[src/rtl/meikyuu_pkg.sv]
// Shared maze constants, tile codes, direction/FSM enums and the per-tile wall rule
// used by the player-motion stage and the VGA top.
package meikyuu_pkg;

    localparam int P_H_OFFSET = 96;
    localparam int P_V_OFFSET = 2;
    localparam int P_SCR_W    = 640;
    localparam int P_SCR_H    = 480;
    localparam int P_WALL     = 100;
    localparam int P_SPRITE   = 16;
    localparam int P_STEP     = 2;
    localparam int P_TICK_DIV = 416667;
    localparam int P_MAP_W    = 3;
    localparam int P_MAP_H    = 3;

    localparam logic [3:0] TILE_VERTICAL   = 4'd0;
    localparam logic [3:0] TILE_HORIZONTAL = 4'd1;
    localparam logic [3:0] TILE_L1         = 4'd2;
    localparam logic [3:0] TILE_L2         = 4'd3;
    localparam logic [3:0] TILE_L3         = 4'd4;
    localparam logic [3:0] TILE_L4         = 4'd5;
    localparam logic [3:0] TILE_CROSS      = 4'd6;

    typedef enum logic [2:0] {NONE, UP, DOWN, LEFT, RIGHT} dir_t;

    typedef enum logic [2:0] {IDLE, SAMPLE, CHECK, COMMIT, TRANSIT} state_t;

    // l/r/t/b flag the candidate box overlapping the wall band on that side
    function automatic logic wall_hit(input logic [3:0] tile,
                                      input logic l, input logic r,
                                      input logic t, input logic b);
        case (tile)
            TILE_VERTICAL:   wall_hit = l | r;
            TILE_HORIZONTAL: wall_hit = t | b;
            TILE_L1:         wall_hit = (l & t) | b | r;
            TILE_L2:         wall_hit = (r & t) | b | l;
            TILE_L3:         wall_hit = (r & b) | t | l;
            TILE_L4:         wall_hit = (l & b) | t | r;
            TILE_CROSS:      wall_hit = (l | r) & (t | b);
            default:         wall_hit = 1'b0;
        endcase
    endfunction

endpackage

[src/rtl/player_motion_if.sv]
// Button, tile and position bundle between the stimulus/map side (master) and
// the player-motion stage (slave).
interface player_motion_if;
    logic       btn_up;
    logic       btn_down;
    logic       btn_left;
    logic       btn_right;
    logic [3:0] tile_type;
    logic [9:0] x_pos_out;
    logic [9:0] y_pos_out;
    logic [2:0] mapa_pos_x_out;
    logic [2:0] mapa_pos_y_out;
    logic       blocked;

    modport master (
        output btn_up, btn_down, btn_left, btn_right, tile_type,
        input  x_pos_out, y_pos_out, mapa_pos_x_out, mapa_pos_y_out, blocked
    );

    modport slave (
        input  btn_up, btn_down, btn_left, btn_right, tile_type,
        output x_pos_out, y_pos_out, mapa_pos_x_out, mapa_pos_y_out, blocked
    );
endinterface

[src/rtl/player_motion_btn_conditioner.sv]
// Two-flop synchroniser for one raw button; with PLAYER_DEBOUNCE_EN defined the
// synchronised level must also hold for 500000 cycles (20 ms) before it is passed on.
module btn_conditioner (
    input  logic CLOCK_25,
    input  logic reset,
    input  logic btn_raw,
    output logic btn_clean
);

    logic [1:0] sync_q;

    always_ff @(posedge CLOCK_25 or negedge reset) begin
        if (!reset) sync_q <= 2'b00;
        else        sync_q <= {sync_q[0], btn_raw};
    end

`ifdef PLAYER_DEBOUNCE_EN
    localparam logic [18:0] DEB_LAST = 19'd499999;

    logic [18:0] stable_cnt;
    logic        filt_q;

    // Any return to the filtered level restarts the stability window
    always_ff @(posedge CLOCK_25 or negedge reset) begin
        if (!reset) begin
            stable_cnt <= '0;
            filt_q     <= 1'b0;
        end else if (sync_q[1] == filt_q) begin
            stable_cnt <= '0;
        end else if (stable_cnt == DEB_LAST) begin
            stable_cnt <= '0;
            filt_q     <= sync_q[1];
        end else begin
            stable_cnt <= stable_cnt + 19'd1;
        end
    end

    assign btn_clean = filt_q;
`else
    assign btn_clean = sync_q[1];
`endif

endmodule

[src/rtl/player_motion.sv]
// Player movement: conditioned buttons -> per-tick move request, checked against the
// current tile's walls, committed on screen or carried into the neighbouring map tile.
module player_motion
    import meikyuu_pkg::*;
#(
    parameter int H_OFFSET = P_H_OFFSET,
    parameter int V_OFFSET = P_V_OFFSET,
    parameter int SCR_W    = P_SCR_W,
    parameter int SCR_H    = P_SCR_H,
    parameter int WALL     = P_WALL,
    parameter int SPRITE   = P_SPRITE,
    parameter int STEP     = P_STEP,
    parameter int TICK_DIV = P_TICK_DIV,
    parameter int MAP_W    = P_MAP_W,
    parameter int MAP_H    = P_MAP_H
) (
    input  logic            CLOCK_25,
    input  logic            reset,
    player_motion_if.slave  bus
);

    localparam int         CNT_W   = (TICK_DIV > 1) ? $clog2(TICK_DIV) : 1;
    localparam logic [9:0] START_X = 10'(H_OFFSET + (SCR_W - SPRITE) / 2);
    localparam logic [9:0] START_Y = 10'(V_OFFSET + (SCR_H - SPRITE) / 2);
    localparam logic [9:0] STEP_V  = 10'(STEP);
    localparam logic [9:0] X_MIN   = 10'(H_OFFSET + 1);
    localparam logic [9:0] X_MAX   = 10'(H_OFFSET + SCR_W - SPRITE);
    localparam logic [9:0] Y_MIN   = 10'(V_OFFSET + 1);
    localparam logic [9:0] Y_MAX   = 10'(V_OFFSET + SCR_H - SPRITE);
    localparam logic [2:0] MAP_X0  = 3'(MAP_W / 2);
    localparam logic [2:0] MAP_Y0  = 3'(MAP_H / 2);
    localparam logic [2:0] MAP_XL  = 3'(MAP_W - 1);
    localparam logic [2:0] MAP_YL  = 3'(MAP_H - 1);

    logic [CNT_W-1:0] tick_cnt;
    logic             tick;

    assign tick = (tick_cnt == CNT_W'(TICK_DIV - 1));

    always_ff @(posedge CLOCK_25 or negedge reset) begin
        if (!reset)    tick_cnt <= '0;
        else if (tick) tick_cnt <= '0;
        else           tick_cnt <= tick_cnt + 1'b1;
    end

    logic up_s, down_s, left_s, right_s;

    btn_conditioner u_up    (.CLOCK_25(CLOCK_25), .reset(reset), .btn_raw(bus.btn_up),    .btn_clean(up_s));
    btn_conditioner u_down  (.CLOCK_25(CLOCK_25), .reset(reset), .btn_raw(bus.btn_down),  .btn_clean(down_s));
    btn_conditioner u_left  (.CLOCK_25(CLOCK_25), .reset(reset), .btn_raw(bus.btn_left),  .btn_clean(left_s));
    btn_conditioner u_right (.CLOCK_25(CLOCK_25), .reset(reset), .btn_raw(bus.btn_right), .btn_clean(right_s));

    dir_t dir_req;

    always_comb begin
        dir_req = NONE;
        if (up_s)         dir_req = UP;
        else if (down_s)  dir_req = DOWN;
        else if (left_s)  dir_req = LEFT;
        else if (right_s) dir_req = RIGHT;
    end

    state_t     state;
    dir_t       dir_q;
    logic [9:0] cx, cy, x_pos, y_pos;
    logic [2:0] map_x, map_y;
    logic       blocked_q;

    // Candidate box tests in 11 bits so cx+SPRITE near the right edge cannot wrap
    logic [10:0] cx_e, cy_e;
    logic        wall_l, wall_r, wall_t, wall_b;
    logic        edge_cross;

    assign cx_e   = {1'b0, cx};
    assign cy_e   = {1'b0, cy};
    assign wall_l = cx_e < 11'(H_OFFSET + WALL);
    assign wall_r = (cx_e + 11'(SPRITE)) > 11'(H_OFFSET + SCR_W - WALL);
    assign wall_t = cy_e < 11'(V_OFFSET + WALL);
    assign wall_b = (cy_e + 11'(SPRITE)) > 11'(V_OFFSET + SCR_H - WALL);

    assign edge_cross = (cx_e < 11'(H_OFFSET + 1))
                      | ((cx_e + 11'(SPRITE)) > 11'(H_OFFSET + SCR_W))
                      | (cy_e < 11'(V_OFFSET + 1))
                      | ((cy_e + 11'(SPRITE)) > 11'(V_OFFSET + SCR_H));

    always_ff @(posedge CLOCK_25 or negedge reset) begin
        if (!reset) begin
            state     <= IDLE;
            dir_q     <= NONE;
            cx        <= START_X;
            cy        <= START_Y;
            x_pos     <= START_X;
            y_pos     <= START_Y;
            map_x     <= MAP_X0;
            map_y     <= MAP_Y0;
            blocked_q <= 1'b0;
        end else begin
            blocked_q <= 1'b0;
            case (state)
                IDLE: if (tick) state <= SAMPLE;

                SAMPLE: begin
                    dir_q <= dir_req;
                    cx    <= x_pos;
                    cy    <= y_pos;
                    case (dir_req)
                        UP:      cy <= y_pos - STEP_V;
                        DOWN:    cy <= y_pos + STEP_V;
                        LEFT:    cx <= x_pos - STEP_V;
                        RIGHT:   cx <= x_pos + STEP_V;
                        default: ;
                    endcase
                    state <= (dir_req == NONE) ? IDLE : CHECK;
                end

                CHECK: begin
                    if (wall_hit(bus.tile_type, wall_l, wall_r, wall_t, wall_b)) begin
                        blocked_q <= 1'b1;
                        state     <= IDLE;
                    end else if (edge_cross) begin
                        state <= TRANSIT;
                    end else begin
                        state <= COMMIT;
                    end
                end

                COMMIT: begin
                    x_pos <= cx;
                    y_pos <= cy;
                    state <= IDLE;
                end

                // Only the moving axis can have crossed, so dir_q names the exit edge
                TRANSIT: begin
                    case (dir_q)
                        LEFT:
                            if (map_x != 3'd0) begin map_x <= map_x - 3'd1; x_pos <= X_MAX; end
                            else blocked_q <= 1'b1;
                        RIGHT:
                            if (map_x != MAP_XL) begin map_x <= map_x + 3'd1; x_pos <= X_MIN; end
                            else blocked_q <= 1'b1;
                        UP:
                            if (map_y != 3'd0) begin map_y <= map_y - 3'd1; y_pos <= Y_MAX; end
                            else blocked_q <= 1'b1;
                        DOWN:
                            if (map_y != MAP_YL) begin map_y <= map_y + 3'd1; y_pos <= Y_MIN; end
                            else blocked_q <= 1'b1;
                        default: ;
                    endcase
                    state <= IDLE;
                end

                default: state <= IDLE;
            endcase
        end
    end

    assign bus.x_pos_out      = x_pos;
    assign bus.y_pos_out      = y_pos;
    assign bus.mapa_pos_x_out = map_x;
    assign bus.mapa_pos_y_out = map_y;
    assign bus.blocked        = blocked_q;

endmodule

[src/flat_wrapper.sv]
// flat-port wrapper written by rule: the top's interface ports become plain ports
module player_motion_flat import meikyuu_pkg::*;
#(
    parameter int H_OFFSET = P_H_OFFSET,
    parameter int V_OFFSET = P_V_OFFSET,
    parameter int SCR_W    = P_SCR_W,
    parameter int SCR_H    = P_SCR_H,
    parameter int WALL     = P_WALL,
    parameter int SPRITE   = P_SPRITE,
    parameter int STEP     = P_STEP,
    parameter int TICK_DIV = P_TICK_DIV,
    parameter int MAP_W    = P_MAP_W,
    parameter int MAP_H    = P_MAP_H
)
  (CLOCK_25, reset, bus_btn_up, bus_btn_down, bus_btn_left, bus_btn_right, bus_tile_type, bus_x_pos_out, bus_y_pos_out, bus_mapa_pos_x_out, bus_mapa_pos_y_out, bus_blocked);
  player_motion_if bus_i ();
  input  logic CLOCK_25;
  input  logic reset;
  input wire logic [$bits(bus_i.btn_up)-1:0] bus_btn_up;
  input wire logic [$bits(bus_i.btn_down)-1:0] bus_btn_down;
  input wire logic [$bits(bus_i.btn_left)-1:0] bus_btn_left;
  input wire logic [$bits(bus_i.btn_right)-1:0] bus_btn_right;
  input wire logic [$bits(bus_i.tile_type)-1:0] bus_tile_type;
  output wire logic [$bits(bus_i.x_pos_out)-1:0] bus_x_pos_out;
  output wire logic [$bits(bus_i.y_pos_out)-1:0] bus_y_pos_out;
  output wire logic [$bits(bus_i.mapa_pos_x_out)-1:0] bus_mapa_pos_x_out;
  output wire logic [$bits(bus_i.mapa_pos_y_out)-1:0] bus_mapa_pos_y_out;
  output wire logic [$bits(bus_i.blocked)-1:0] bus_blocked;
  assign bus_i.btn_up = bus_btn_up;
  assign bus_i.btn_down = bus_btn_down;
  assign bus_i.btn_left = bus_btn_left;
  assign bus_i.btn_right = bus_btn_right;
  assign bus_i.tile_type = bus_tile_type;
  assign bus_x_pos_out = bus_i.x_pos_out;
  assign bus_y_pos_out = bus_i.y_pos_out;
  assign bus_mapa_pos_x_out = bus_i.mapa_pos_x_out;
  assign bus_mapa_pos_y_out = bus_i.mapa_pos_y_out;
  assign bus_blocked = bus_i.blocked;
  player_motion #(.H_OFFSET(H_OFFSET), .V_OFFSET(V_OFFSET), .SCR_W(SCR_W), .SCR_H(SCR_H), .WALL(WALL), .SPRITE(SPRITE), .STEP(STEP), .TICK_DIV(TICK_DIV), .MAP_W(MAP_W), .MAP_H(MAP_H)) u_core (.CLOCK_25(CLOCK_25), .reset(reset), .bus(bus_i));
endmodule
[config.mk]
export PLATFORM = sky130hd
export DESIGN_NAME = player_motion_flat
export DESIGN_NICKNAME = d
export VERILOG_FILES = /design/src/rtl/meikyuu_pkg.sv /design/src/rtl/player_motion_if.sv /design/src/rtl/player_motion_btn_conditioner.sv /design/src/rtl/player_motion.sv /design/src/flat_wrapper.sv
export SDC_FILE = /design/constraint.sdc
export NUM_CORES = 1
export LEC_CHECK = 0
export ABC_CLOCK_PERIOD_IN_PS = 4500
export BUFFER_PORTS_ARGS = -buffer_cell sky130_fd_sc_hd__buf_2
export CORE_MARGIN = 3
export CORE_UTILIZATION = 45
export CTS_CLUSTER_SIZE = 8
export DETAILED_ROUTE_END_ITERATION = 12
export HOLD_SLACK_MARGIN = 0.12
export PLACE_DENSITY = 0.71
export SYNTH_ARGS = -nofsm -noshare
export SYNTH_HDL_FRONTEND = slang
export SYNTH_SLANG_ARGS = --single-unit
export TNS_END_PERCENT = 5
[constraint.sdc]
create_clock -name CLOCK_25 -period 4.5 [get_ports CLOCK_25]
set_clock_uncertainty 0.2 [all_clocks]
set_input_delay 1.35 -clock CLOCK_25 [delete_from_list [all_inputs] [get_ports CLOCK_25]]
set_output_delay 1.35 -clock CLOCK_25 [all_outputs]
set_load 0.01 [all_outputs]
# After elaboration in Yosys (flattened, before gate mapping)
# Cells that the tools add are included.
# W data, S select, Z words.
[op_classes]
n_bitwise = 18
n_lt_le_gt_ge = 8
n_eq_ne = 32
n_div = 0
n_shift = 0
n_mul = 0
add_sub_neg = 11
muxes = 35
reduce_logical = 12
[ops]
columns = ["cell", "count"]
rows = [
  ["$pmux W10 S2", 6],
  ["$mux W10", 4],
  ["$mux W3", 11],
  ["$add A10 B5 Y11 const B", 2],
  ["$gt A11 B10 Y1 const B", 2],
  ["$gt A11 B9 Y1 const B", 2],
  ["$ne A3 B2 Y1 const B", 7],
  ["$add A10 B2 Y10 const B", 2],
  ["$lt A10 B7 Y1 const B", 2],
  ["$sub A10 B2 Y10 const B", 2],
  ["$add A19 B1 Y19 const B", 1],
  ["$eq A19 B19 Y1 const B", 1],
  ["$mux W19", 1],
  ["$eq A3 B2 Y1 const B", 6],
  ["$reduce_and A4 Y1", 4],
  ["$or A1 B1 Y1", 13],
  ["$eq A4 B3 Y1 const B", 3],
  ["$pmux W3 S2", 2],
  ["$lt A10 B2 Y1 const B", 1],
  ["$lt A10 B8 Y1 const B", 1],
  ["$ne A2 B1 Y1 const B", 5],
  ["$eq A3 B1 Y1 const B", 3],
  ["$eq A3 B3 Y1 const B", 3],
  ["$pmux W3 S3", 1],
  ["other kinds (15)", 31],
]
[word_totals]
out_inout_bits = 27
memories = 0
latchBits = 0
mem_bits_rw = 0
mem_bits_ro = 0
ff_bits = 80
input_bits = 10
elab_cells = 130

# Longest topological paths before layout
# Gate-level depths: netlist (run 1).
[depth]
word_depth = 9
depth_mapped = 10
mapped_depth_nobuf = 10

# Modules after synthesis
# A second synthesis (run 1) with hierarchy kept.
[unflattened]
cells_unflattened = 531
hier_area_um2 = 4863.4
[by_module_without_submodules]
columns = ["mod", "seq_area_each_um2", "cells_each", "area_each_um2", "n_inst"]
rows = [
  ["player_motion", 1826.8, 523, 4663.2, 1],
  ["btn_conditioner", 50.0, 2, 50.0, 4],
]

# Worst setup path after synthesis (run 1)
# OpenSTA, ideal clock, no wires.
[synth_timing]
kind = "register to register"
startpoint = "register u_core.u_up.sync_q[1]"
endpoint = "register u_core.cx[9]"
arrival_time_ns = 2.796
required_ns = 4.161
setup_slack_ns = 1.366
setup_ns = 0.139
path_stages_with_launch = 11
path_buffers = 0
synth_period_minus_slack_ns = 3.134
cell_sequence = "dfrtp_1 -> nor2_1 -> nand3b_1 -> fa_1 -> a21o_1 -> a21oi_1 -> o21bai_1 -> a2111oi_0 -> nor3_1 -> o21ai_0 -> or4b_1"
[synth_via]
elab_chain_cells = 3
elab_cells_between_ends = 4
cone_classes = "2 x eq/ne; 2 x mux"
[synth_lines]
columns = ["item", "line", "rtl"]
rows = [
  ["start: declaration", "player_motion_btn_conditioner.sv:10", "logic [1:0] sync_q;"],
  ["start signal: assignment", "player_motion_btn_conditioner.sv:14", "else sync_q <= {sync_q[0], btn_raw};"],
  ["$mux W3 (*)", "player_motion.sv:57", "if (up_s) dir_req = UP;"],
  ["$eq A3 B3 Y1 or $eq A3 B2 Y1 (tied branches)", "player_motion.sv:106", "case (dir_req)"],
  ["$pmux W10 S2 (*)", "player_motion.sv:106", ""],
  ["end signal: assignment", "player_motion.sv:104", "cx <= x_pos;"],
  ["end signal: assignment", "player_motion.sv:109", "LEFT: cx <= x_pos - STEP_V;"],
  ["end signal: assignment", "player_motion.sv:110", "RIGHT: cx <= x_pos + STEP_V;"],
  ["end: declaration", "player_motion.sv:65", "logic [9:0] cx, cy, x_pos, y_pos;"],
]
# Every way passes the cells marked *; elsewhere a longest branch is shown, timed or not.
# A chain may end at the register's enable or synchronous reset.

# Worst setup path after layout (run 1)
# Same ends and word-level chain as after synthesis.

==> results list, run 1 <==
- Status: finished, final reports clean
- Synthesized area per cell: 9.03 µm²
* Synthesized Nets: 575
- All-Layer GR Usage: 19.9%
* Postcts setup bufs: 0
* 1st-pass router iterations: 5
- Number of antenna cells inserted: 0
- Vias after detailed routing: 3985
- The H-tree generated during clock tree synthesis spans 3 levels.
- Relative slew slack: 21.1%
- Dividing the detail-routed wire length by the instance count gives 15.7 µm.
- The top cell type by area accounts for 31.0% of the synthesized area.
- Synthesis produced a netlist whose cell count is 537.
* Die height: 110 µm
- Worst EP required: 4.52 ns
- Clock latency on the worst-skew pair, taken at its later pin, is 0.36 ns.
* Die Outline Area: 12100 µm²
* Min-Delay Path Class: reg -> reg
* Category of the most critical setup path: reg -> reg
- Number of pins exceeding their max-slew limit in the final report: 0
* Async set or reset register ratio after synthesis: 100%
- CTS root buffer: sky130_fd_sc_hd__clkbuf_8
- Dividing the final minimum period by the clock period gives 79.3%.
* Minimum hold slack: 0.154 ns
- The total count of hold-check failures in the final report came to 0.
- In the final design database the tool counted 607 nets.
* Final estimated routing congestion in global placement: 0.825
- Design Power: 1.31 mW
* Cell Area, Synth: 4850 µm²
- Once placement finished, the instance area stood at 5160 µm².
- The first routing iteration left 250 violations.
- After layout, the worst setup slack is 0.930 ns.
- TritonCTS built the clock tree.
* Vias per std cell: 5.61
- The area growth from synthesis to layout is 10.4%.
* Final core area utilization: 51.4%
- Among all cell types in the netlist, the one instantiated most often is sky130_fd_sc_hd__nand2_1.
- Top-level port count: 37
- Max Cap Violations: 0
- Gates resized, CTS repair: 0
- The filler cells instantiated in the layout total 959.
- Setup violations remaining at the end of the flow were counted as 0.
* Clock buffer count from CTS: 9
- In this run the worst path has a maximum fanout of 14.
- The number of different library cells used by synthesis comes to 65.
- The HPWL after detailed placement is 8270 µm.
- CTS saw 80 sinks.
- For this run, the number of Yosys warnings is 0.
* Worst Path Arrival: 3.59 ns
- In the final timing run, aggregate negative setup slack is 0 ns.
- For this run the aggregate overflow at the end of global routing stands at 0.
- Wires add up to 11200 µm.
* Cell area power density: 244 nW/µm²
* EDFF count, synth: 0
- The initial antenna violation count was 0.
- Horizontal extent of the die: 110 µm
- Of all cell types, the one taking the most synthesized area is sky130_fd_sc_hd__dfrtp_1.
* Instance count after placement with tap cells included: 694
- Count of placed standard cells in the final layout, fillers left out: 710
- The floorplan has 37 rows.
* Leak: 2.46 nW
- Pin count of the biggest net entering global routing: 81
- Endpoint class of the critical path: flip-flop
- Before CTS, the worst setup slack after placement is 0.972 ns.
- Std-Cell Core Area: 10400 µm²
- Setup repair after global routing left no endpoint under its margin.
- The clock passes through at most 2 buffers.
- DRC errors left: 0
- The count of nets left with antenna violations once routing finished came out at 0.
- Cell area after layout: 5350 µm²
* Final critical path time including I/O delays and setup: 3.57 ns
* Number of buffers inserted by port buffering: 36
- Peak clock frequency supported by timing: 280 MHz
- Synthesized flop and latch total: 80
* Startpoint kind of the worst setup timing path: flip-flop
- The number of global-route vias before repair was 3922.
- For this configuration, the core starts out at a cell density of 46.5%.
- Sequential fraction of the synthesis area: 41.8%
- Ranking of synthesized cells by area: sky130_fd_sc_hd__dfrtp_1 31%, sky130_fd_sc_hd__dfstp_2 11%, sky130_fd_sc_hd__nand2_1 6.7%
- The first global-routing pass estimated 18800 µm of wire.
- Layout cells sized above 1: 16.2%
- VDD sags by at most 0.171 mV.
- Post-CTS Hold Fix Bufs: 0
* Commonest cells in the netlist: 86 x sky130_fd_sc_hd__nand2_1, 60 x sky130_fd_sc_hd__dfrtp_1, 52 x sky130_fd_sc_hd__nor2_1, 38 x sky130_fd_sc_hd__a21oi_1, 35 x sky130_fd_sc_hd__o21ai_0
* Predominant post-synthesis flop cell: sky130_fd_sc_hd__dfrtp_1
- For the pin with the worst max-slew slack, the measured transition is 1.18 ns.
- Clock transition at the registers of the reported paths: 0.08 ns
## flip-flops by register name (all words and copies together), names as in the netlist, 10 cells and up
signal                count
u_core.cx                10
u_core.bus.x_pos_out     10
u_core.tick_cnt          19
u_core.cy                10
u_core.bus.y_pos_out     10
## cell families (layout without fill, tap and decap cells)
| logic type | count (synthesis) | after routing | share of synthesized area, % |
|---|---|---|---|
| adder cells (fa/ha/maj) | 28 | 28 | 7.85 |
| AND/OR/NAND/NOR | 230 | 230 | 23.2 |
| buffers and inverters | 33 | 70 | 2.63 |
| XOR/XNOR | 39 | 39 | 7.05 |
| AO/OA/AOI/OAI | 121 | 121 | 16.1 |
| multiplexers | 6 | 6 | 1.32 |
| flip-flops | 80 | 80 | 41.8 |
## critical path, stage by stage, from the launching register on
cell and delay, ns:
sky130_fd_sc_hd__dfrtp_1 0.43, sky130_fd_sc_hd__nor2_1 0.12, sky130_fd_sc_hd__buf_4 0.20, sky130_fd_sc_hd__nand3b_1 0.34, sky130_fd_sc_hd__fa_1 0.53, sky130_fd_sc_hd__a21o_1 0.17, sky130_fd_sc_hd__a21oi_1 0.22, sky130_fd_sc_hd__o21bai_1 0.11
sky130_fd_sc_hd__a2111oi_0 0.39, sky130_fd_sc_hd__nor3_1 0.16, sky130_fd_sc_hd__o21ai_0 0.11, sky130_fd_sc_hd__or4b_1 0.44
## power breakdown
group	total, mW	internal, mW	switching (mW)
registers	0.726	0.723	0.00315
clock network	0.523	0.269	0.253
logic	0.0576	0.0182	0.0394
## cell usage in the layout (no fill, tap or decap), types with 3 or more instances in the layout
cell type / instances
sky130_fd_sc_hd__nor2_1: 52
sky130_fd_sc_hd__a21oi_1: 38
sky130_fd_sc_hd__inv_1: 13
sky130_fd_sc_hd__dfrtp_1: 60
sky130_fd_sc_hd__nor3b_1: 3
sky130_fd_sc_hd__buf_4: 6
sky130_fd_sc_hd__nor4_1: 3
sky130_fd_sc_hd__nand3_1: 16
sky130_fd_sc_hd__a211oi_1: 6
sky130_fd_sc_hd__a21o_1: 6
sky130_fd_sc_hd__and3_1: 11
sky130_fd_sc_hd__nand4_1: 4
sky130_fd_sc_hd__and2_1: 5
sky130_fd_sc_hd__o21bai_1: 4
sky130_fd_sc_hd__nor2b_1: 3
sky130_fd_sc_hd__xnor2_1: 23
sky130_fd_sc_hd__nand2b_1: 5
sky130_fd_sc_hd__o21ai_0: 35
sky130_fd_sc_hd__clkinv_2: 3
sky130_fd_sc_hd__o31ai_1: 5
sky130_fd_sc_hd__clkbuf_8: 10
sky130_fd_sc_hd__nor3_1: 17
sky130_fd_sc_hd__dfstp_2: 20
sky130_fd_sc_hd__ha_1: 24
sky130_fd_sc_hd__or2_2: 4
sky130_fd_sc_hd__fa_1: 4
sky130_fd_sc_hd__a31oi_1: 4
sky130_fd_sc_hd__xor2_1: 16
sky130_fd_sc_hd__and4_1: 3
sky130_fd_sc_hd__nand2_1: 86
sky130_fd_sc_hd__mux2_2: 3
sky130_fd_sc_hd__o21a_1: 3
sky130_fd_sc_hd__mux2i_1: 3
sky130_fd_sc_hd__buf_2: 35
sky130_fd_sc_hd__a2111oi_0: 3
## area by class of cell
cell class	instances	area, µm²	area share, %
Tap cell	136	170	3.18
Sequential cell	80	2030	37.9
Clock inverter	4	45.0	0.842
Multi-Input combinational cell	424	2690	50.3
Timing Repair Buffer	41	220	4.12
Clock buffer	12	145	2.71
Inverter	13	48.8	0.912
## layer usage
layer / up-vias / part of all wire (%) / GRT usage (%)
met3: 18 / 3.9 / 2.52
met4: 0 / 2.0 / 8.28
li1: 1945 / - / -
met2: 101 / 47 / 31.2
met5: - / 0 / 0
met1: 1921 / 48 / 27.8
## final timing paths
check / startpoint / to / slack (ns) / cells after the start
worst max-delay path: u_core.u_up.sync_q[1] / u_core.cx[9] / 0.93 / 11
worst min-delay path: u_core.u_down.sync_q[0] / u_core.u_down.sync_q[1] / 0.15 / 0
worst max register to register: u_core.u_up.sync_q[1] / u_core.cx[9] / 0.93 / 11
worst min register to register: u_core.u_down.sync_q[0] / u_core.u_down.sync_q[1] / 0.15 / 0
max in group asynchronous: reset / u_core.bus.y_pos_out[4] / 2.51 / 1
min in group asynchronous: reset / u_core.u_up.sync_q[0] / 0.91 / 1
Power figures use the tool's default switching activity.
==> run 2: changes to the inputs <==
--- a/config.mk
+++ b/config.mk
@@ -5,7 +5,7 @@
 export SDC_FILE = /design/constraint.sdc
 export NUM_CORES = 1
 export LEC_CHECK = 0
-export ABC_CLOCK_PERIOD_IN_PS = 4500
+export ABC_CLOCK_PERIOD_IN_PS = 3600
 export BUFFER_PORTS_ARGS = -buffer_cell sky130_fd_sc_hd__buf_2
 export CORE_MARGIN = 3
 export CORE_UTILIZATION = 45
==> constraint.sdc (replaced) <==
create_clock -name CLOCK_25 -period 3.6 [get_ports CLOCK_25]
set_clock_uncertainty 0.2 [all_clocks]
set_input_delay 1.08 -clock CLOCK_25 [delete_from_list [all_inputs] [get_ports CLOCK_25]]
set_output_delay 1.08 -clock CLOCK_25 [all_outputs]
set_load 0.01 [all_outputs]
==> results list, run 2 (synthesized netlist as in run 1, its figures left out) <==
* Worst EP required: 3.62 ns
* Unrepaired setup endpoints after global routing: false
- The floorplan step defined a die boundary enclosing 12100 µm².
- Std-Cell Core Area: 10400 µm²
- CTS tree: built
* Pin count of the biggest net entering global routing: 81
- Filler instances: 940
- The clock reaches the later pin of the worst-skew pair after 0.35 ns.
- The total count of hold-check failures in the final report was 0.
- The repair_antennas step left the layout with diodes totalling 0.
- The number of max-slew violations in the final report came to 0.
- Vias per std cell: 5.63
* Post-placement cell area: 5180 µm²
* 1st-pass router iterations: 5
* Fin Setup TNS: 0 ns
* DRT iter0 DRCs: 209
- In the detailed route, the total length drawn on met3 is 532 µm.
- Post-CTS Hold Fix Bufs: 0
- Across the run, the number of max-cap violations was 0.
- In this run the tool buffered the top-level ports with 36 buffer cells.
* TritonCTS sink count: 80
* All-Layer GR Usage: 20.5%
- The total overflow left after global routing is 0.
- For this run, design rule violations remaining after detail routing come to 0.
* Category of the most critical setup path: reg -> reg
- Final estimated routing congestion in global placement: 0.863
* Post-DP HPWL: 8440 µm
* Largest driver fanout on the critical path: 6
* CTS Buffer Depth: 2
- The highest layer touched by signal routing is met4.
* Vias after detailed routing: 4011
- Min-Delay Path Class: reg -> reg
* Sum of routed wire length over all layers: 11500 µm
- Measured slew at the worst slew-check pin: 0.990 ns
- Postcts setup bufs: 0
- Horizontal extent of the die: 110 µm
- In the final layout, the share of cells above drive strength 1 is 16.6%.
* Cell area power density: 314 nW/µm²
- For this design the static power due to leakage is 2.48 nW.
- Most frequent cells in the layout: 86 x sky130_fd_sc_hd__nand2_1, 60 x sky130_fd_sc_hd__dfrtp_1, 52 x sky130_fd_sc_hd__nor2_1, 38 x sky130_fd_sc_hd__a21oi_1
* Final-stage net count: 610
- Worst vdd ir: 0.187 mV
- The area growth from synthesis to layout is 11.3%.
* Post-DR wirelength/cell: 16.1 µm
* Crit path cell chain: nor2_1 -> nand3b_1 -> fa_1 -> a21o_1 -> a21oi_1 -> o21bai_1 -> a2111oi_0 -> nor3_1 -> o21ai_0 -> or4b_1
* Status: finished, final reports clean
- Of the available clock period, the critical path in the final layout requires 88.2%.
- Most common library cell in the layout ignoring fill and taps: sky130_fd_sc_hd__nand2_1
* Number of routed nets with antenna violations: 0
- Clock buffer count from CTS: 9
* Number of H-tree branching levels: 3
* Most flop-heavy register: u_core.tick_cnt
* Via count of the first global-routing pass: 4005
- Endpoint class of the critical path: flip-flop
- Grouping stages by cell kind, the critical path spends the most delay in compound AO/OA/AOI/OAI gates.
- After layout, the minimum clock period comes to 3.17 ns.
- Summing all non-filler instances in the final layout gives an area of 5390 µm².
- Global-route wire length before repair: 19400 µm
- Worst path max stage delay: 0.45 ns
- Pin placement for this block handled 37 I/O pins.
- Measured against its own limit, the worst slew margin works out to 34.0%.
- Among all stages on the critical path, the largest delay is contributed by sky130_fd_sc_hd__fa_1.
- Number of flip-flops in the largest register: 19
- Wire length on met1: 5170 µm
- The root buffer cell chosen for the clock tree is sky130_fd_sc_hd__clkbuf_8.
- Gates resized, CTS repair: 0
- Met2 WL: 5560 µm
- Static timing analysis puts the maximum clock frequency at 315 MHz.
- Setup violations remaining at the end of the flow were counted as 0.
- Num rows: 37
* Initial antenna violation count: 0
- Worst Path Arrival: 3.20 ns
* Starting Density: 46.5%
- Number of buffers and inverters on the critical path: 0
* Startpoint kind of the worst setup timing path: flip-flop
* Die height: 110 µm
- Clock transition at the registers of the reported paths: 0.08 ns
==> run 2: cell types whose count changed in the layout (fill, tap and decap cells not counted) <==
| cell | change |
|---|---|
| sky130_fd_sc_hd__clkinv_2 | -2 |
| sky130_fd_sc_hd__buf_4 | +3 |
| sky130_fd_sc_hd__clkbuf_8 | -1 |
| sky130_fd_sc_hd__clkinv_4 | +1 |
| sky130_fd_sc_hd__bufinv_16 | +1 |
| sky130_fd_sc_hd__clkinvlp_4 | +1 |
==> run 2: area by class of cell <==
| type | count | area (µm²) | share of cell area (%) |
|---|---|---|---|
| sequential | 80 | 2030 | 37.6 |
| tap | 136 | 170 | 3.15 |
| timing repair buffer | 44 | 243 | 4.50 |
| multi-input combinational | 424 | 2690 | 49.9 |
| inverter | 13 | 48.8 | 0.905 |
| clock inverter | 5 | 81.3 | 1.51 |
| clock buffer | 11 | 131 | 2.44 |
==> run 2: metal layers <==
metal | vias to the layer above | track usage (%)
li1 | 1955 | -
met1 | 1951 | 28.2
met2 | 91 | 32.8
met3 | 14 | 3.35
met4 | 0 | 7.21
met5 | - | 0
==> run 2: report_power, final <==
group	switching, mW	internal, mW	leakage (nW)
combinational	0.0507	0.0233	1.36
sequential	0.00385	0.904	1.01
clock	0.319	0.391	0.104
==> run 2: final timing paths <==
check	start	to	slack (ns)	cells after the start
worst min-delay path	u_core.u_up.sync_q[0]	u_core.u_up.sync_q[1]	0.16	0
worst min register to register	u_core.u_up.sync_q[0]	u_core.u_up.sync_q[1]	0.16	0
min in group asynchronous	reset	u_core.u_left.sync_q[0]	0.70	1
worst max-delay path	u_core.u_up.sync_q[1]	u_core.cx[9]	0.43	10
worst max register to register	u_core.u_up.sync_q[1]	u_core.cx[9]	0.43	10
max in group asynchronous	reset	u_core.bus.y_pos_out[0]	1.87	1
==> run 2: stage by stage <==
step | worst slack (ns) | power (mW) | util (%) | std cells | hold WS (ns)
after floorplan | 0.466 | 0.962 | - | 537 | 0.131
after global placement | 0.549 | 0.997 | 49.7 | 697 | 0.148
after detailed placement | 0.441 | 0.999 | 49.7 | 697 | 0.138
after CTS | 0.416 | 1.71 | 51.8 | 713 | 0.157
after global routing | 0.173 | 1.76 | 51.8 | 713 | 0.174
final | 0.425 | 1.69 | 51.8 | 713 | 0.156
==> run 2: worst register-to-register path, delay by kind of cell, from the launching register on <==
| family | cells | cell delay, ns |
|---|---|---|
| simple gates | 4 | 0.94 |
| fa+ha+maj | 1 | 0.45 |
| compound gates | 5 | 1.04 |
| flops | 1 | 0.43 |
==> run 3: changes to the inputs <==
--- a/config.mk
+++ b/config.mk
@@ -7,12 +7,13 @@
 export LEC_CHECK = 0
 export ABC_CLOCK_PERIOD_IN_PS = 3600
 export BUFFER_PORTS_ARGS = -buffer_cell sky130_fd_sc_hd__buf_2
+export CORE_ASPECT_RATIO = 1.4
 export CORE_MARGIN = 3
-export CORE_UTILIZATION = 45
+export CORE_UTILIZATION = 30
 export CTS_CLUSTER_SIZE = 8
 export DETAILED_ROUTE_END_ITERATION = 12
 export HOLD_SLACK_MARGIN = 0.12
-export PLACE_DENSITY = 0.71
+export PLACE_DENSITY = 0.54
 export SYNTH_ARGS = -nofsm -noshare
 export SYNTH_HDL_FRONTEND = slang
 export SYNTH_SLANG_ARGS = --single-unit
==> results list, run 3 (synthesized netlist as in run 1, its figures left out) <==
* Post-CTS Hold Fix Bufs: 0
* Final-stage net count: 612
* Peak clock frequency supported by timing: 304 MHz
* Layout cells sized above 1: 16.8%
- Area delta synth->final: 15.1%
- Period utilisation layout: 91.2%
- The number of global-route vias before repair came to 3964.
- Most flop-heavy register: u_core.tick_cnt
- Post-DR wirelength/cell: 15.7 µm
* Sum of routed wire length over all layers: 12200 µm
* Std-Cell Core Area: 15700 µm²
* Status: finished, final reports clean
* Min-Delay Path Class: reg -> reg
* Number of endpoints failing setup at the final stage: 0
- From bottom edge to top edge, the die measures 156 µm.
* Largest driver fanout on the critical path: 6
- Starting Density: 30.8%
- Final critical path time including I/O delays and setup: 3.28 ns
- Post-placement cell area: 5270 µm²
* Clock buffer count from CTS: 9
- Postcts setup bufs: 0
- Gates resized, CTS repair: 0
- The finished cells cover 5580 µm².
- DRC errors left: 0
* Worst vdd ir: 0.219 mV
* Number of H-tree branching levels: 3
- The congestion estimate from routability-driven global placement came to 0.798.
- TritonCTS sink count: 80
* 1st-pass router iterations: 4
- The die covers 17700 µm².
- The total count of hold-check failures in the final report was 0.
- STA puts the critical path data arrival time at 3.29 ns.
* Grt ovf: 0
* Category of the most critical setup path: reg -> reg
- The register with the most flip-flops in the layout has 19 of them.
- Relative slew slack: 36.0%
- The first global-routing pass estimated 20300 µm of wire.
- Setup repair after global routing left no endpoint under its margin.
- Vias after detailed routing: 4005
* Vias per std cell: 5.17
- Horizontal extent of the die: 113 µm
- In the layout the commonest cells are 86 x sky130_fd_sc_hd__nand2_1, 60 x sky130_fd_sc_hd__dfrtp_1, 52 x sky130_fd_sc_hd__nor2_1, 38 x sky130_fd_sc_hd__a21oi_1.
- In this run the static leakage power is 2.53 nW.
* Clock transition at the registers of the reported paths: 0.06 ns
- DRT iter0 DRCs: 222
- The number of max-slew violations in the final report is 0.
- Num rows: 54
- The HPWL after detailed placement is 9150 µm.
- The tree is rooted in a sky130_fd_sc_hd__clkbuf_16.
* Startpoint kind of the worst setup timing path: flip-flop
- The worst setup path is captured at a flip-flop.
* Pin count of the biggest net entering global routing: 76
- Source-to-sink clock delay at the later pin of the worst-skew pair: 0.33 ns
* Number of routed nets with antenna violations: 0
- Cell area power density: 348 nW/µm²
* Most common library cell in the layout ignoring fill and taps: sky130_fd_sc_hd__nand2_1
* CTS Buffer Depth: 2
- TritonCTS built the clock tree.
- The initial antenna violation count came to 0.
* Worst EP required: 3.60 ns
- Measured slew at the worst slew-check pin: 0.961 ns
- The repair_antennas step left the layout with diodes totalling 0.
- Across the run, the number of max-cap violations was 0.
* All-Layer GR Usage: 14.3%
- Fin Setup TNS: 0 ns
* Top-level port count: 37
- In this run the tool buffered the top-level ports with 36 buffer cells.
run 3: changes by cell type in the layout (fill, tap and decap cells not counted), sizes merged:
cell | before | now
clkbuf | 11 | 12
clkinvlp | 1 | 0
buf | 44 | 46
run 3: worst max-delay path, cell delays in order, from the launching register on:
cell and delay, ns:
sky130_fd_sc_hd__dfrtp_1 0.42, sky130_fd_sc_hd__nor2_1 0.17, sky130_fd_sc_hd__nand3b_1 0.24, sky130_fd_sc_hd__fa_1 0.48, sky130_fd_sc_hd__a21o_1 0.17, sky130_fd_sc_hd__a21oi_1 0.21
sky130_fd_sc_hd__o21bai_1 0.10, sky130_fd_sc_hd__a2111oi_0 0.46, sky130_fd_sc_hd__nor3_1 0.17, sky130_fd_sc_hd__o21ai_0 0.10, sky130_fd_sc_hd__or4b_1 0.43
run 3: worst paths after layout:
| kind | start | to | slack, ns | cells past startpoint |
|---|---|---|---|---|
| worst min register to register | u_core.u_up.sync_q[0] | u_core.u_up.sync_q[1] | 0.15 | 0 |
| max in group asynchronous | reset | u_core.cy[6] | 1.74 | 2 |
| worst max-delay path | u_core.u_up.sync_q[1] | u_core.cx[9] | 0.32 | 10 |
| worst max register to register | u_core.u_up.sync_q[1] | u_core.cx[9] | 0.32 | 10 |
| min in group asynchronous | reset | u_core.tick_cnt[8] | 0.68 | 1 |
| worst min-delay path | u_core.u_up.sync_q[0] | u_core.u_up.sync_q[1] | 0.15 | 0 |
run 3: stage by stage:
stage               std cells  hold WS, ns  total power [mW]  setup slack (ns)  util [%]
floorplan                 537        0.131             0.962             0.466         -
finish                    775        0.150              1.94             0.316      35.4
CTS                       775        0.151              1.96             0.351      35.4
global placement          759        0.139              1.00             0.455      33.5
global route              775        0.163              2.01             0.145      35.4
detailed placement        759        0.142              1.00             0.358      33.5
run 3: final cells by class:
cell class | instances | area (µm²)
clock buffers | 12 | 236
clock inverters | 4 | 70.1
fillers | 1599 | 10200
inverters | 13 | 48.8
multi-input cells | 424 | 2690
flip-flops and latches | 80 | 2030
well taps | 196 | 245
repair buffers | 46 | 258
run 3: power breakdown:
part | leakage, nW | switching, mW | internal [mW]
combinational | 1.37 | 0.0518 | 0.0245
sequential | 1.01 | 0.00372 | 0.905
clock | 0.151 | 0.350 | 0.606
total | 2.53 | 0.406 | 1.54
run 3: routing by layer:
layer	routed length [µm]	vias to the layer above	GRT usage, %
met2	6150	93	25.2
met1	5140	1929	17.3
li1	-	1960	-
met5	0	-	0
met3	579	23	2.51
met4	324	0	5.44
